[config.mk]
export PLATFORM = sky130hd
export DESIGN_NAME = mem_lsu_flat
export DESIGN_NICKNAME = d
export VERILOG_FILES = /design/src/rtl/mem_lsu_pkg.sv /design/src/rtl/mem_lsu_if.sv /design/src/rtl/mem_lsu_align.sv /design/src/rtl/mem_lsu.sv /design/src/flat_wrapper.sv
export SDC_FILE = /design/constraint.sdc
export NUM_CORES = 1
export LEC_CHECK = 0
export ABC_AREA = 0
export CAP_MARGIN = 15
export CORE_MARGIN = 2
export CORE_UTILIZATION = 35
export CTS_BUF_LIST = sky130_fd_sc_hd__clkbuf_4
export DETAILED_ROUTE_END_ITERATION = 16
export GPL_ROUTABILITY_DRIVEN = 0
export PLACE_DENSITY = 0.74
export SLEW_MARGIN = 10
export SYNTH_ARGS = -nofsm -noshare
export SYNTH_HDL_FRONTEND = slang
export SYNTH_SLANG_ARGS = --single-unit
export TNS_END_PERCENT = 10
[constraint.sdc]
create_clock -name clk -period 3.2 [get_ports clk]
set_clock_uncertainty 0.1 [all_clocks]
set_input_delay 0.32 -clock clk [delete_from_list [all_inputs] [get_ports clk]]
set_output_delay 0.32 -clock clk [all_outputs]
set_load 0.01 [all_outputs]
[src/rtl/mem_lsu_pkg.sv]
// Shared widths, RV32 load/store width codes, FSM encoding and the held access context.
package mem_lsu_pkg;

  localparam int unsigned DEF_ADDR_W = 32;
  localparam int unsigned DATA_W     = 32;
  localparam int unsigned MASK_W     = DATA_W / 8;

  localparam logic [2:0] F3_B  = 3'd0;
  localparam logic [2:0] F3_H  = 3'd1;
  localparam logic [2:0] F3_W  = 3'd2;
  localparam logic [2:0] F3_BU = 3'd4;
  localparam logic [2:0] F3_HU = 3'd5;

  typedef enum logic [2:0] {
    ST_IDLE    = 3'd0,
    ST_STROBE  = 3'd1,
    ST_RD_WAIT = 3'd2,
    ST_WR_WAIT = 3'd3,
    ST_RESP    = 3'd4
  } state_t;

  // Access attributes kept from accept until the response is produced
  typedef struct packed {
    logic       we;
    logic [2:0] funct3;
    logic [1:0] off;
  } acc_ctx_t;

endpackage

[src/rtl/mem_lsu_if.sv]
// CPU request/response and word-bus signals of the load/store unit.
interface mem_lsu_if
  import mem_lsu_pkg::*;
#(
  parameter int unsigned ADDR_W = DEF_ADDR_W
);

  logic              req_valid;
  logic              req_ready;
  logic              req_we;
  logic [2:0]        req_funct3;
  logic [ADDR_W-1:0] req_addr;
  logic [DATA_W-1:0] req_wdata;

  logic              resp_valid;
  logic              resp_err;
  logic [DATA_W-1:0] resp_rdata;

  logic [ADDR_W-1:0] mem_addr;
  logic [MASK_W-1:0] mem_wmask;
  logic              mem_rstrb;
  logic              mem_wstrb;
  logic [DATA_W-1:0] mem_wdata;
  logic [DATA_W-1:0] mem_rdata;
  logic              mem_rbusy;
  logic              mem_wbusy;

  // The LSU drives the memory bus and answers the CPU
  modport master (
    input  req_valid, req_we, req_funct3, req_addr, req_wdata,
    input  mem_rdata, mem_rbusy, mem_wbusy,
    output req_ready, resp_valid, resp_err, resp_rdata,
    output mem_addr, mem_wmask, mem_rstrb, mem_wstrb, mem_wdata
  );

  modport slave (
    output req_valid, req_we, req_funct3, req_addr, req_wdata,
    output mem_rdata, mem_rbusy, mem_wbusy,
    input  req_ready, resp_valid, resp_err, resp_rdata,
    input  mem_addr, mem_wmask, mem_rstrb, mem_wstrb, mem_wdata
  );

endinterface

[src/rtl/mem_lsu_align.sv]
// Byte-lane steering for stores, load extraction/extension, and access legality check.
module mem_lsu_align
  import mem_lsu_pkg::*;
(
  input  logic              we,
  input  logic [2:0]        funct3,
  input  logic [1:0]        off,
  input  logic [DATA_W-1:0] wdata,
  output logic [MASK_W-1:0] wmask_c,
  output logic [DATA_W-1:0] wdata_c,
  output logic              err_c,
  input  logic [2:0]        ld_funct3,
  input  logic [1:0]        ld_off,
  input  logic [DATA_W-1:0] rdata,
  output logic [DATA_W-1:0] ld_data_c
);

  logic              illegal;
  logic              misaligned;
  logic [DATA_W-1:0] shifted;

  // Unsigned widths exist only for loads
  always_comb begin
    illegal    = 1'b0;
    misaligned = 1'b0;
    case (funct3)
      F3_B:    misaligned = 1'b0;
      F3_H:    misaligned = off[0];
      F3_W:    misaligned = |off;
      F3_BU:   illegal    = we;
      F3_HU: begin
        illegal    = we;
        misaligned = off[0];
      end
      default: illegal    = 1'b1;
    endcase
    err_c = illegal | misaligned;
  end

  always_comb begin
    wmask_c = '0;
    wdata_c = '0;
    if (we) begin
      case (funct3)
        F3_B: begin
          wmask_c = MASK_W'(4'b0001 << off);
          wdata_c = {4{wdata[7:0]}};
        end
        F3_H: begin
          wmask_c = MASK_W'(4'b0011 << off);
          wdata_c = {2{wdata[15:0]}};
        end
        default: begin
          wmask_c = '1;
          wdata_c = wdata;
        end
      endcase
    end
  end

  // Word loads are always aligned, so the shifted word equals rdata for them
  assign shifted = rdata >> {ld_off, 3'b000};

  always_comb begin
    case (ld_funct3)
      F3_B:    ld_data_c = {{24{shifted[7]}}, shifted[7:0]};
      F3_H:    ld_data_c = {{16{shifted[15]}}, shifted[15:0]};
      F3_BU:   ld_data_c = {24'd0, shifted[7:0]};
      F3_HU:   ld_data_c = {16'd0, shifted[15:0]};
      default: ld_data_c = shifted;
    endcase
  end

endmodule

[src/rtl/mem_lsu.sv]
// Load/store initiator: one CPU access becomes one strobed transaction on the word bus.
module mem_lsu
  import mem_lsu_pkg::*;
#(
  parameter int unsigned ADDR_W = DEF_ADDR_W
) (
  input  logic      clk,
  input  logic      rst,
  mem_lsu_if.master bus
);

  state_t            state;
  state_t            next_state;
  acc_ctx_t          ctx_q;
  logic              capture;

  logic [MASK_W-1:0] wmask_c;
  logic [DATA_W-1:0] wdata_c;
  logic              err_c;
  logic [DATA_W-1:0] ld_data_c;

  logic              ready_d;
  logic              rstrb_d;
  logic              wstrb_d;
  logic              resp_valid_d;
  logic              resp_err_d;
  logic [DATA_W-1:0] resp_rdata_d;

  logic              ready_q;
  logic              rstrb_q;
  logic              wstrb_q;
  logic              resp_valid_q;
  logic              resp_err_q;
  logic [DATA_W-1:0] resp_rdata_q;
  logic [ADDR_W-1:0] mem_addr_q;
  logic [MASK_W-1:0] mem_wmask_q;
  logic [DATA_W-1:0] mem_wdata_q;

  mem_lsu_align u_align (
    .we        (bus.req_we),
    .funct3    (bus.req_funct3),
    .off       (bus.req_addr[1:0]),
    .wdata     (bus.req_wdata),
    .wmask_c   (wmask_c),
    .wdata_c   (wdata_c),
    .err_c     (err_c),
    .ld_funct3 (ctx_q.funct3),
    .ld_off    (ctx_q.off),
    .rdata     (bus.mem_rdata),
    .ld_data_c (ld_data_c)
  );

  always_ff @(posedge clk) begin
    if (rst) state <= ST_IDLE;
    else     state <= next_state;
  end

  // Next state plus the next value of every registered output
  always_comb begin
    next_state   = state;
    capture      = 1'b0;
    rstrb_d      = 1'b0;
    wstrb_d      = 1'b0;
    resp_valid_d = 1'b0;
    resp_err_d   = 1'b0;
    resp_rdata_d = '0;
    case (state)
      ST_IDLE: begin
        if (bus.req_valid) begin
          if (err_c) begin
            next_state   = ST_RESP;
            resp_valid_d = 1'b1;
            resp_err_d   = 1'b1;
          end else begin
            next_state = ST_STROBE;
            capture    = 1'b1;
            rstrb_d    = !bus.req_we;
            wstrb_d    = bus.req_we;
          end
        end
      end
      ST_STROBE: next_state = ctx_q.we ? ST_WR_WAIT : ST_RD_WAIT;
      ST_RD_WAIT: begin
        if (!bus.mem_rbusy) begin
          next_state   = ST_RESP;
          resp_valid_d = 1'b1;
          resp_rdata_d = ld_data_c;
        end
      end
      ST_WR_WAIT: begin
        if (!bus.mem_wbusy) begin
          next_state   = ST_RESP;
          resp_valid_d = 1'b1;
        end
      end
      ST_RESP:  next_state = ST_IDLE;
      default:  next_state = ST_IDLE;
    endcase
    ready_d = (next_state == ST_IDLE);
  end

  always_ff @(posedge clk) begin
    if (rst) begin
      ready_q      <= 1'b1;
      rstrb_q      <= 1'b0;
      wstrb_q      <= 1'b0;
      resp_valid_q <= 1'b0;
      resp_err_q   <= 1'b0;
      resp_rdata_q <= '0;
      mem_addr_q   <= '0;
      mem_wmask_q  <= '0;
      mem_wdata_q  <= '0;
      ctx_q        <= '0;
    end else begin
      ready_q      <= ready_d;
      rstrb_q      <= rstrb_d;
      wstrb_q      <= wstrb_d;
      resp_valid_q <= resp_valid_d;
      resp_err_q   <= resp_err_d;
      resp_rdata_q <= resp_rdata_d;
      if (capture) begin
        mem_addr_q  <= {bus.req_addr[ADDR_W-1:2], 2'b00};
        mem_wmask_q <= wmask_c;
        mem_wdata_q <= wdata_c;
        ctx_q       <= '{we: bus.req_we, funct3: bus.req_funct3, off: bus.req_addr[1:0]};
      end
    end
  end

  assign bus.req_ready  = ready_q;
  assign bus.resp_valid = resp_valid_q;
  assign bus.resp_err   = resp_err_q;
  assign bus.resp_rdata = resp_rdata_q;
  assign bus.mem_addr   = mem_addr_q;
  assign bus.mem_wmask  = mem_wmask_q;
  assign bus.mem_rstrb  = rstrb_q;
  assign bus.mem_wstrb  = wstrb_q;
  assign bus.mem_wdata  = mem_wdata_q;

endmodule

[src/flat_wrapper.sv]
// flat-port wrapper written by rule: the top's interface ports become plain ports
module mem_lsu_flat import mem_lsu_pkg::*;
#(
  parameter int unsigned ADDR_W = DEF_ADDR_W
)
  (clk, rst, bus_req_valid, bus_req_we, bus_req_funct3, bus_req_addr, bus_req_wdata, bus_mem_rdata, bus_mem_rbusy, bus_mem_wbusy, bus_req_ready, bus_resp_valid, bus_resp_err, bus_resp_rdata, bus_mem_addr, bus_mem_wmask, bus_mem_rstrb, bus_mem_wstrb, bus_mem_wdata);
  mem_lsu_if #(.ADDR_W(ADDR_W)) bus_i ();
  input  logic clk;
  input  logic rst;
  input wire logic [$bits(bus_i.req_valid)-1:0] bus_req_valid;
  input wire logic [$bits(bus_i.req_we)-1:0] bus_req_we;
  input wire logic [$bits(bus_i.req_funct3)-1:0] bus_req_funct3;
  input wire logic [$bits(bus_i.req_addr)-1:0] bus_req_addr;
  input wire logic [$bits(bus_i.req_wdata)-1:0] bus_req_wdata;
  input wire logic [$bits(bus_i.mem_rdata)-1:0] bus_mem_rdata;
  input wire logic [$bits(bus_i.mem_rbusy)-1:0] bus_mem_rbusy;
  input wire logic [$bits(bus_i.mem_wbusy)-1:0] bus_mem_wbusy;
  output wire logic [$bits(bus_i.req_ready)-1:0] bus_req_ready;
  output wire logic [$bits(bus_i.resp_valid)-1:0] bus_resp_valid;
  output wire logic [$bits(bus_i.resp_err)-1:0] bus_resp_err;
  output wire logic [$bits(bus_i.resp_rdata)-1:0] bus_resp_rdata;
  output wire logic [$bits(bus_i.mem_addr)-1:0] bus_mem_addr;
  output wire logic [$bits(bus_i.mem_wmask)-1:0] bus_mem_wmask;
  output wire logic [$bits(bus_i.mem_rstrb)-1:0] bus_mem_rstrb;
  output wire logic [$bits(bus_i.mem_wstrb)-1:0] bus_mem_wstrb;
  output wire logic [$bits(bus_i.mem_wdata)-1:0] bus_mem_wdata;
  assign bus_i.req_valid = bus_req_valid;
  assign bus_i.req_we = bus_req_we;
  assign bus_i.req_funct3 = bus_req_funct3;
  assign bus_i.req_addr = bus_req_addr;
  assign bus_i.req_wdata = bus_req_wdata;
  assign bus_i.mem_rdata = bus_mem_rdata;
  assign bus_i.mem_rbusy = bus_mem_rbusy;
  assign bus_i.mem_wbusy = bus_mem_wbusy;
  assign bus_req_ready = bus_i.req_ready;
  assign bus_resp_valid = bus_i.resp_valid;
  assign bus_resp_err = bus_i.resp_err;
  assign bus_resp_rdata = bus_i.resp_rdata;
  assign bus_mem_addr = bus_i.mem_addr;
  assign bus_mem_wmask = bus_i.mem_wmask;
  assign bus_mem_rstrb = bus_i.mem_rstrb;
  assign bus_mem_wstrb = bus_i.mem_wstrb;
  assign bus_mem_wdata = bus_i.mem_wdata;
  mem_lsu #(.ADDR_W(ADDR_W)) u_core (.clk(clk), .rst(rst), .bus(bus_i));
endmodule
==> results of run 1 <==
## area by class of cell
| type | instances | area share |
|---|---|---|
| Sequential cell | 112 | 0.336 |
| Timing Repair Buffer | 218 | 0.323 |
| Multi-Input combinational cell | 325 | 0.293 |
| Tap cell | 168 | 0.0315 |
| Clock buffer | 11 | 0.0124 |
| Clock inverter | 4 | 0.00337 |
| Inverter | 2 | 0.00112 |
## layout by cell type (no fill, tap or decap)
master             n
clkdlybuf4s50_1  207
dfxtp_1          112
nand2_1           89
a21oi_1           58
mux2i_1           33
a22o_1            26
or2_2             19
o21ai_0           18
a211oi_1          15
nor2_1            13
clkbuf_4          11
buf_4             11
nor2b_1            9
o2bb2ai_1          8
and2_1             7
a21o_1             4
o21ai_2            3
clkinv_2           3
mux2_2             2
or3_1              2
nor4_1             2
nor2_2             2
inv_1              2
conb_1             2
or4b_1             1
or2_1              1
a221oi_1           1
nor4b_1            1
o21a_1             1
and4bb_2           1
o211ai_1           1
nor3_1             1
o31ai_1            1
nand2b_1           1
nand3b_1           1
o211a_1            1
a2111o_1           1
clkinvlp_4         1
## logic make-up after synthesis
kind of cell / after synthesis / share of synthesized area
AO/OA/AOI/OAI: 138 / 0.206
buffers and inverters: 37 / 0.0388
flip-flops: 112 / 0.515
multiplexers: 35 / 0.0810
other: 1 / 0.000861
AND/OR/NAND/NOR: 150 / 0.159
## per-stage QoR
step,hold WS [ps],cells,utilization,area [um^2],worst slack (ps)
4_1_cts,226,840,0.553,6680,881
2_1_floorplan,299,474,-,4360,1260
3_5_place_dp,343,825,0.545,6570,580
3_3_place_gp,337,825,0.545,6570,643
5_1_grt,224,840,0.553,6680,715
6_report,277,840,0.553,6680,883
## worst paths after layout
kind                                          endpoint  slack (ps)                           startpoint  depth (start not counted)
hold reg to reg    u_core.bus.mem_addr[3]$_SDFFE_PP0P_         370  u_core.bus.mem_addr[3]$_SDFFE_PP0P_                          2
hold / removal     u_core.bus.mem_addr[6]$_SDFFE_PP0P_         280                      bus_req_addr[6]                          3
setup / recovery  u_core.bus.resp_rdata[16]$_SDFF_PP0_         880           u_core.state[1]$_SDFF_PP0_                          5
setup reg to reg  u_core.bus.resp_rdata[16]$_SDFF_PP0_         880           u_core.state[1]$_SDFF_PP0_                          5
## where the power goes
part	total (W)	internal, W	switching (W)
clock network	0.000609	0.000170	0.000439
logic	0.000447	0.000252	0.000195
registers	0.00146	0.00144	0.0000248
## flip-flops by register name, indices dropped and copies added (netlist names)
signal                 cells
u_core.bus.mem_wdata      32
u_core.bus.resp_rdata     32
u_core.bus.mem_addr       30
u_core.ctx_q               6
u_core.bus.mem_wmask       4
u_core.state               3
u_core.bus.mem_rstrb       1
u_core.bus.mem_wstrb       1
u_core.bus.req_ready       1
u_core.bus.resp_err        1
u_core.bus.resp_valid      1
## routing by layer
metal | up-vias | track usage | wire length [um]
met5 | - | 0 | 0
met3 | 11 | 0.0805 | 1360
met1 | 1950 | 0.249 | 5520
met4 | 0 | 0.0530 | 155
met2 | 170 | 0.313 | 6180
li1 | 2039 | - | -
## tightest hold or removal path, delay by kind of cell
kind / cells / cell delay (ps)
buffers and inverters: 1 / 390
and+or+nand+nor: 1 / 50
AOI/OAI and AO/OA: 1 / 50
==> results.tsv, run 1 <==
metric	value	unit
P&R area growth vs syn	53.3	%
CP Data Required Time	3490	ps
Yosys top cell by area	dfxtp_1	
final-layout fill cell count	1087	
Hold Vio Cnt, Final	0	
Crit Path Max Fanout	17	
Hold Path Class	input pin to flop	
area of the multi-input gates	1960	um^2
n_diodes	0	
outcome	finished, final reports clean	
FMAX	0.432	GHz
H-tree Lvls	3	
Die W	116	um
crit-path leading delay family	simple AND/OR/NAND/NOR gates	
routed vias/inst	4.96	
DR vias	4170	
Leak	2.49	nW
Final setup viols	0	
CTS tree	done	
Post-Syn Area per Cell	9.21	um^2
Slew Limit Headroom	0.499	
Routed Antenna Nets	0	
first-pass GRT wire length	20.6	mm
number of gates resized after CTS	0	
die footprint	13300	um^2
final wirelength	13.2	mm
Max Root-Sink Buffers	2	
Final Max Tran Viols	0	
Die Y	116	um
asr flop ratio synth	0	
total power	0.00252	W
Unique masters post-synth	38	
Synth area leaders	dfxtp_1 51%, nand2_1 7.7%, mux2i_1 7.6%	
Commonest cells post-synth	112 x dfxtp_1, 89 x nand2_1, 58 x a21oi_1	
Critical Path Start Type	flop	
worst-margin pin slew	742	ps
Clock Pin Slew Worst Setup and Hold Paths	160	ps
Initial Util	0.361	
crit path DAT	2610	ps
CP cell instances	or4b_1, or2_1, buf_4, a2111o_1, o21ai_0	
First DRT Iteration DRCs	267	
share of cells above drive strength 1	0.0789	
GRT Resource Usage Total	0.197	
most common cell in the netlist	dfxtp_1	
fin crit share	0.724	
CP max-delay cell	a2111o_1	
sequential fraction of the synthesis area	0.515	
root buf cell	clkbuf_4	
Post-DP HPWL	9.79	mm
clock buffer count from CTS	9	
Tmin final	2320	ps
Final #Nets	773	
row count	40	
register bit total from synthesis	112	
WL/cell	15.7	um
FF/Latch Area	2240	um^2
RSZ-0062 raised after global routing	false	
Setup CP Type	flop to flop	
Buffers on Ports	207	
total negative setup slack	0	ps
DR DRC count	0	
top-area cell type share of the netlist area	0.515	
slowest stage delay, CP	540	ps
Mapped Area	4350	um^2
Worst IR Drop VDD	0.291	mV
grt total ovfl	0	
Worst Path Buf+Inv	1	
Max-cap violations	0	
pin count of the biggest net entering global routing	41	
Skew-Pair Late Insertion Delay	460	ps
initial antenna violation count	0	
Post-CTS Hold Buffers	0	
vias in the first global route	3997	
Synth Warn #	0	
drt pass-1 iters	4	
I/O pin count	210	
core area	12100	um^2
# Post-CTS Setup Buffers	0	
Cells after Synth	473	
Post-synth EDFFs	0	
CTS sink count	112	
Most used DFF post-synth	dfxtp_1	
CP Capture Type	flop	
Power Density	377	nW/um^2
(Power assumes the default switching activity.)
==> run 2, diff against run 1 <==
--- a/config.mk
+++ b/config.mk
@@ -12,7 +12,7 @@
 export CTS_BUF_LIST = sky130_fd_sc_hd__clkbuf_4
 export DETAILED_ROUTE_END_ITERATION = 16
 export GPL_ROUTABILITY_DRIVEN = 0
-export PLACE_DENSITY = 0.74
+export PLACE_DENSITY = 0.76
 export SLEW_MARGIN = 10
 export SYNTH_ARGS = -nofsm -noshare
 export SYNTH_HDL_FRONTEND = slang
==> constraint.sdc (replaced) <==
create_clock -name clk -period 1.95 [get_ports clk]
set_clock_uncertainty 0.1 [all_clocks]
set_input_delay 0.195 -clock clk [delete_from_list [all_inputs] [get_ports clk]]
set_output_delay 0.195 -clock clk [all_outputs]
set_load 0.01 [all_outputs]
==> run 2 against run 1 <==
Wire length increased by 4.2%. Sequential power increased by 64%. Non-clock buffer count up 24. Largest cell class is now buffers. Critical path depth is the same. Cell area rose by 4.6%. Maximum frequency rose by 24%. Via count increased by 2.8%. Die area unchanged. Global-route usage rose by 0.36 points. Worst hold slack got worse by 130 ps.
==> results.tsv, run 2 (synthesized netlist as in run 1, its figures left out) <==
metric	value	unit	change
core area	12100	um^2	unchanged
drt pass-1 iters	4		unchanged
Die Y	116	um	unchanged
CP Capture Type	flop		
min-delay src	bus_req_addr[30]		
commonest non-fill, non-tap cell in the layout	clkdlybuf4s50_1		
H-tree Lvls	3		unchanged
CP cell instances	or4b_1, or2_1, a2111o_1, buf_6, o21ai_0		
final-layout fill cell count	1070		-1.6%
die footprint	13300	um^2	unchanged
Post-CTS Hold Buffers	0		unchanged
DR vias	4285		+2.8%
Crit Path Max Fanout	16		-1
RSZ-0062 raised after global routing	false		
CP Data Required Time	2250	ps	-1240 ps
GRT Resource Usage Total	0.201		+0.00362
routed vias/inst	4.97		+0.14%
Buffers on Ports	207		unchanged
initial antenna violation count	0		unchanged
FMAX	0.537	GHz	+24%
Clock Pin Slew Worst Setup and Hold Paths	160	ps	about the same
Power Density	639	nW/um^2	+69%
vias in the first global route	4290		+7.3%
RR Startpoint	u_core.state[2]$_SDFF_PP0_		
CTS tree	done		
Tmin final	1860	ps	-454 ps
commonest non-fill, non-tap cells in the layout	207 x clkdlybuf4s50_1, 111 x dfxtp_1, 89 x nand2_1, 58 x a21oi_1, 33 x mux2i_1		
Post-DP HPWL	10.3	mm	+4.9%
Reg2Reg Setup Slack	90	ps	-800 ps
Max Root-Sink Buffers	2		unchanged
Hold Vio Cnt, Final	0		unchanged
Setup CP Type	flop to flop		
WHS Endpoint	u_core.bus.mem_addr[30]$_SDFFE_PP0P_		
fin area	6990	um^2	+4.6%
share of cells above drive strength 1	0.112		+0.0335
final cell count without fillers	862		+2.6%
P&R area growth vs syn	60.4	%	
Skew-Pair Late Insertion Delay	480	ps	+20 ps
DR DRC count	0		unchanged
Hold Path Class	input pin to flop		
pin count of the biggest net entering global routing	41		unchanged
root buf cell	clkbuf_4		
I/O pin count	210		unchanged
RR Endpoint	u_core.bus.resp_rdata[18]$_SDFF_PP0_		
fin crit share	0.955		+0.231
Max-cap violations	0		unchanged
hold slack	151	ps	-126 ps
first-pass GRT wire length	21.1	mm	+2.5%
R2R cell count	5		unchanged
fraction of power spent switching nets	0.251		-0.00997
Final #Nets	797		+3.1%
Comb pwr share	0.179		+0.002
Final Max Tran Viols	0		unchanged
Routed Antenna Nets	0		unchanged
grt total ovfl	0		unchanged
Leak	2.65	nW	+6.6%
Int Power	0.00334	W	+80%
n_diodes	0		unchanged
Worst IR Drop VDD	0.321	mV	+10%
Initial Util	0.361		unchanged
WHS Path Cells	3		unchanged
final core utilization	0.579		+0.0257
crit path DAT	2170	ps	-440 ps
slowest stage delay, CP	530	ps	about the same
clock buffer count from CTS	9		unchanged
Final setup viols	0		unchanged
number of gates resized after CTS	0		unchanged
Inst Count DP	849		+2.9%
# Post-CTS Setup Buffers	0		unchanged
Clock power frac	0.284		+0.042
WL/cell	16.0	um	+1.5%
Die W	116	um	unchanged
First DRT Iteration DRCs	262		-1.9%
CTS sink count	112		unchanged
outcome	finished, final reports clean		
CP max-delay cell	or4b_1		
Psw	0.00112	W	+71%
Critical Path Start Type	flop		
Sequential Power Share	0.537		-0.044
row count	40		unchanged
final wirelength	13.8	mm	+4.2%
Post-DP Area	6830	um^2	+3.9%
[run 2: metal layers]
metal	vias to the layer above	share of wire	wire (um)	global-route usage
met4	0	0.016	222	0.0707
met5	-	0	0	0
met3	18	0.082	1130	0.0591
li1	2083	-	-	-
met2	169	0.47	6490	0.345
met1	2015	0.43	5930	0.239
[run 2: area by class of cell]
cell class | instances | area, um^2 | share of cell area
multi-input cells | 325 | 1970 | 0.282
inverters | 2 | 7.51 | 0.00107
repair buffers | 242 | 2410 | 0.346
clock inverters | 3 | 68.8 | 0.00985
clock buffers | 10 | 75.1 | 0.0107
well taps | 168 | 210 | 0.0301
flip-flops and latches | 112 | 2240 | 0.321
[run 2: power by group through the flow]
stage	Combinational, W	Sequential [W]	Clock, W
after floorplan	0.000281	0.00247	0
after global placement	0.000783	0.00245	0
after detailed placement	0.000796	0.00245	0
after CTS	0.000801	0.00240	0.00130
after global routing	0.000860	0.00241	0.00137
final	0.000799	0.00240	0.00127
[run 2: worst max path at each step]
stage	from	endpoint	slack [ps]	depth (start not counted)
finish	u_core.state[2]$_SDFF_PP0_	u_core.bus.resp_rdata[18]$_SDFF_PP0_	90	5
global placement	rst	u_core.bus.resp_rdata[21]$_SDFF_PP0_	-110	5
floorplan	u_core.state[1]$_SDFF_PP0_	u_core.bus.resp_rdata[31]$_SDFF_PP0_	10	6
detailed placement	rst	u_core.bus.mem_wdata[27]$_SDFFE_PP0P_	-190	7
CTS	u_core.state[2]$_SDFF_PP0_	u_core.bus.resp_rdata[18]$_SDFF_PP0_	50	4
global route	u_core.state[2]$_SDFF_PP0_	u_core.bus.resp_rdata[25]$_SDFF_PP0_	6	6
[run 2: through the flow]
| step | worst slack [ps] | total power, W | setup TNS (ps) |
|---|---|---|---|
| 2_1_floorplan | 10.4 | 0.00275 | 0 |
| 3_3_place_gp | -114 | 0.00323 | -3420 |
| 3_5_place_dp | -194 | 0.00324 | -9990 |
| 4_1_cts | 45.4 | 0.00450 | 0 |
| 5_1_grt | 5.89 | 0.00464 | 0 |
| 6_report | 87.4 | 0.00447 | 0 |
[run 2: worst max-delay path: cells and delay by family (launching register included)]
kind / cells / cell delay, ps
and+or+nand+nor: 2 / 770
DFF: 1 / 370
buffers and inverters: 1 / 170
AOI/OAI and AO/OA: 2 / 390
==> run 3, diff against run 2 <==
--- a/config.mk
+++ b/config.mk
@@ -8,11 +8,11 @@
 export ABC_AREA = 0
 export CAP_MARGIN = 15
 export CORE_MARGIN = 2
-export CORE_UTILIZATION = 35
+export CORE_UTILIZATION = 30
 export CTS_BUF_LIST = sky130_fd_sc_hd__clkbuf_4
 export DETAILED_ROUTE_END_ITERATION = 16
 export GPL_ROUTABILITY_DRIVEN = 0
-export PLACE_DENSITY = 0.76
+export PLACE_DENSITY = 0.68
 export SLEW_MARGIN = 10
 export SYNTH_ARGS = -nofsm -noshare
 export SYNTH_HDL_FRONTEND = slang
==> run 3 against run 2 <==
Combinational power is essentially flat. Largest power group unchanged. Core utilization shrank 8.9 points. Global-route usage shrank 2.8 points.
==> results.tsv, run 3 (synthesized netlist as in run 1, its figures left out) <==
metric	value	unit	change
outcome	finished, final reports clean		
CP Data Required Time	2260	ps	about the same
CTS sink count	112		unchanged
crit-path leading delay family	simple AND/OR/NAND/NOR gates		
pin count of the biggest net entering global routing	41		unchanged
row count	44		+10%
Initial Util	0.303		-0.0580
WL/cell	15.5	um	-2.7%
Worst Path Buf+Inv	1		unchanged
Skew-Pair Late Insertion Delay	480	ps	about the same
Max-cap violations	0		unchanged
Final setup viols	0		unchanged
share of cells above drive strength 1	0.119		+0.00635
Hold Path Class	input pin to flop		
root buf cell	clkbuf_4		
FMAX	0.538	GHz	+0.26%
CP max-delay cell	or4b_4		
Die W	124	um	+7.7%
worst setup path end	u_core.bus.resp_rdata[18]$_SDFF_PP0_		
total negative setup slack	0	ps	unchanged
PnR worst setup slack	92.3	ps	+4.92 ps
critical path depth	5		unchanged
routed vias/inst	4.84		-2.6%
Buffers on Ports	207		unchanged
DR vias	4279		-0.14%
# Post-CTS Setup Buffers	0		unchanged
commonest non-fill, non-tap cells in the layout	207 x clkdlybuf4s50_1, 111 x dfxtp_1, 89 x nand2_1, 58 x a21oi_1, 33 x mux2i_1		
slowest stage delay, CP	540	ps	about the same
First DRT Iteration DRCs	269		+2.7%
crit path DAT	2170	ps	about the same
first-pass GRT wire length	21.5	mm	+1.8%
Hold Vio Cnt, Final	0		unchanged
CP cell instances	or4b_4, or2_1, a2111o_1, buf_6, o21ai_0		
Worst IR Drop VDD	0.361	mV	+12%
Crit Path Max Fanout	16		unchanged
CP Capture Type	flop		
Leak	2.68	nW	+1.1%
Critical Path Start Type	flop		
CTS tree	done		
Post-DP HPWL	10.3	mm	+0.32%
vias in the first global route	4202		-2.1%
H-tree Lvls	3		unchanged
grt total ovfl	0		unchanged
final cell count without fillers	884		+2.6%
Inst Count DP	867		+2.1%
initial antenna violation count	1		+1
fin crit share	0.953		-0.00252
Clock Pin Slew Worst Setup and Hold Paths	160	ps	about the same
DR DRC count	0		unchanged
die footprint	15500	um^2	+16%
WHS Path Cells	3		unchanged
Final Max Tran Viols	0		unchanged
I/O pin count	210		unchanged
final wirelength	13.7	mm	-0.22%
Setup CP Type	flop to flop		
commonest non-fill, non-tap cell in the layout	clkdlybuf4s50_1		
Final #Nets	799		+0.25%
total power	0.00463	W	+3.7%
clock buffer count from CTS	9		unchanged
RR Startpoint	u_core.state[2]$_SDFF_PP0_		
R2R cell count	5		unchanged
Die Y	124	um	+7.7%
Tmin final	1860	ps	-4.92 ps
Power Density	658	nW/um^2	+2.8%
Routed Antenna Nets	0		unchanged
RSZ-0062 raised after global routing	false		
critical path startpoint	u_core.state[2]$_SDFF_PP0_		
P&R area growth vs syn	61.7	%	
GRT Resource Usage Total	0.173		-0.0283
core area	14400	um^2	+19%
drt pass-1 iters	4		unchanged
Reg2Reg Setup Slack	90	ps	about the same
Setup WS pre-CTS	-306	ps	-112 ps
RR Endpoint	u_core.bus.resp_rdata[18]$_SDFF_PP0_		
Max Root-Sink Buffers	2		unchanged
run 3: cell count changes in the layout (fill, tap and decap cells not counted), sizes merged:
cell / before / now
buf: 35 / 37
bufinv: 2 / 3
clkbuf: 10 / 11
clkinv: 0 / 1
diode: 0 / 1
run 3: power breakdown:
group	internal [W]	switching, W	total [W]	leakage, nW
logic	0.000460	0.000339	0.000799	1.68
registers	0.00236	0.0000382	0.00240	0.908
clock network	0.000681	0.000751	0.00143	0.101
total	0.00350	0.00113	0.00463	2.68
run 3: timing repair:
item	in CTS	in global routing
endpoints found under the setup margin	1	23
gates resized for setup	1	4
hold buffers	0	0
run 3: worst min-delay path by stage:
stage	to	startpoint
floorplan	u_core.bus.mem_rstrb$_SDFF_PP0_	bus_req_we
global placement	u_core.bus.mem_addr[5]$_SDFFE_PP0P_	u_core.bus.mem_addr[5]$_SDFFE_PP0P_
detailed placement	u_core.bus.mem_wmask[2]$_SDFFE_PP0P_	u_core.bus.mem_wmask[2]$_SDFFE_PP0P_
CTS	u_core.bus.mem_addr[5]$_SDFFE_PP0P_	bus_req_addr[5]
global route	u_core.bus.mem_addr[24]$_SDFFE_PP0P_	bus_req_addr[24]
finish	u_core.bus.mem_addr[3]$_SDFFE_PP0P_	bus_req_addr[3]
run 3: cell type report:
class                      count  area (um^2)
fill                        1371         7330
tap                          184          230
multi-input combinational    325         1960
timing repair buffer         244         2410
clock inverter                 5          104
antenna                        1         2.50
inverter                       2         7.51
clock buffer                  11         82.6
sequential                   112         2240
run 3: tightest hold or removal path, stage by stage:
cell             delay, ps
clkdlybuf4s50_1        400
nand2_1                 60
a21oi_1                 50
run 3: metrics by stage:
| stage | area, um^2 | hold slack [ps] | util |
|---|---|---|---|
| 4_1_cts | 7030 | 75.9 | 0.489 |
| 3_5_place_dp | 6840 | 342 | 0.476 |
| 5_1_grt | 7040 | 92.7 | 0.490 |
| 3_3_place_gp | 6840 | 342 | 0.476 |
| 2_1_floorplan | 4360 | 174 | - |
| 6_report | 7040 | 134 | 0.490 |
run 3: layer usage:
layer  up-vias  part of all wire  GRT usage
li1       2080                 -          -
met1      2012              0.44      0.212
met2       164              0.47      0.283
met3        23             0.071     0.0533
met4         0             0.024     0.0687
met5         -                 0          0
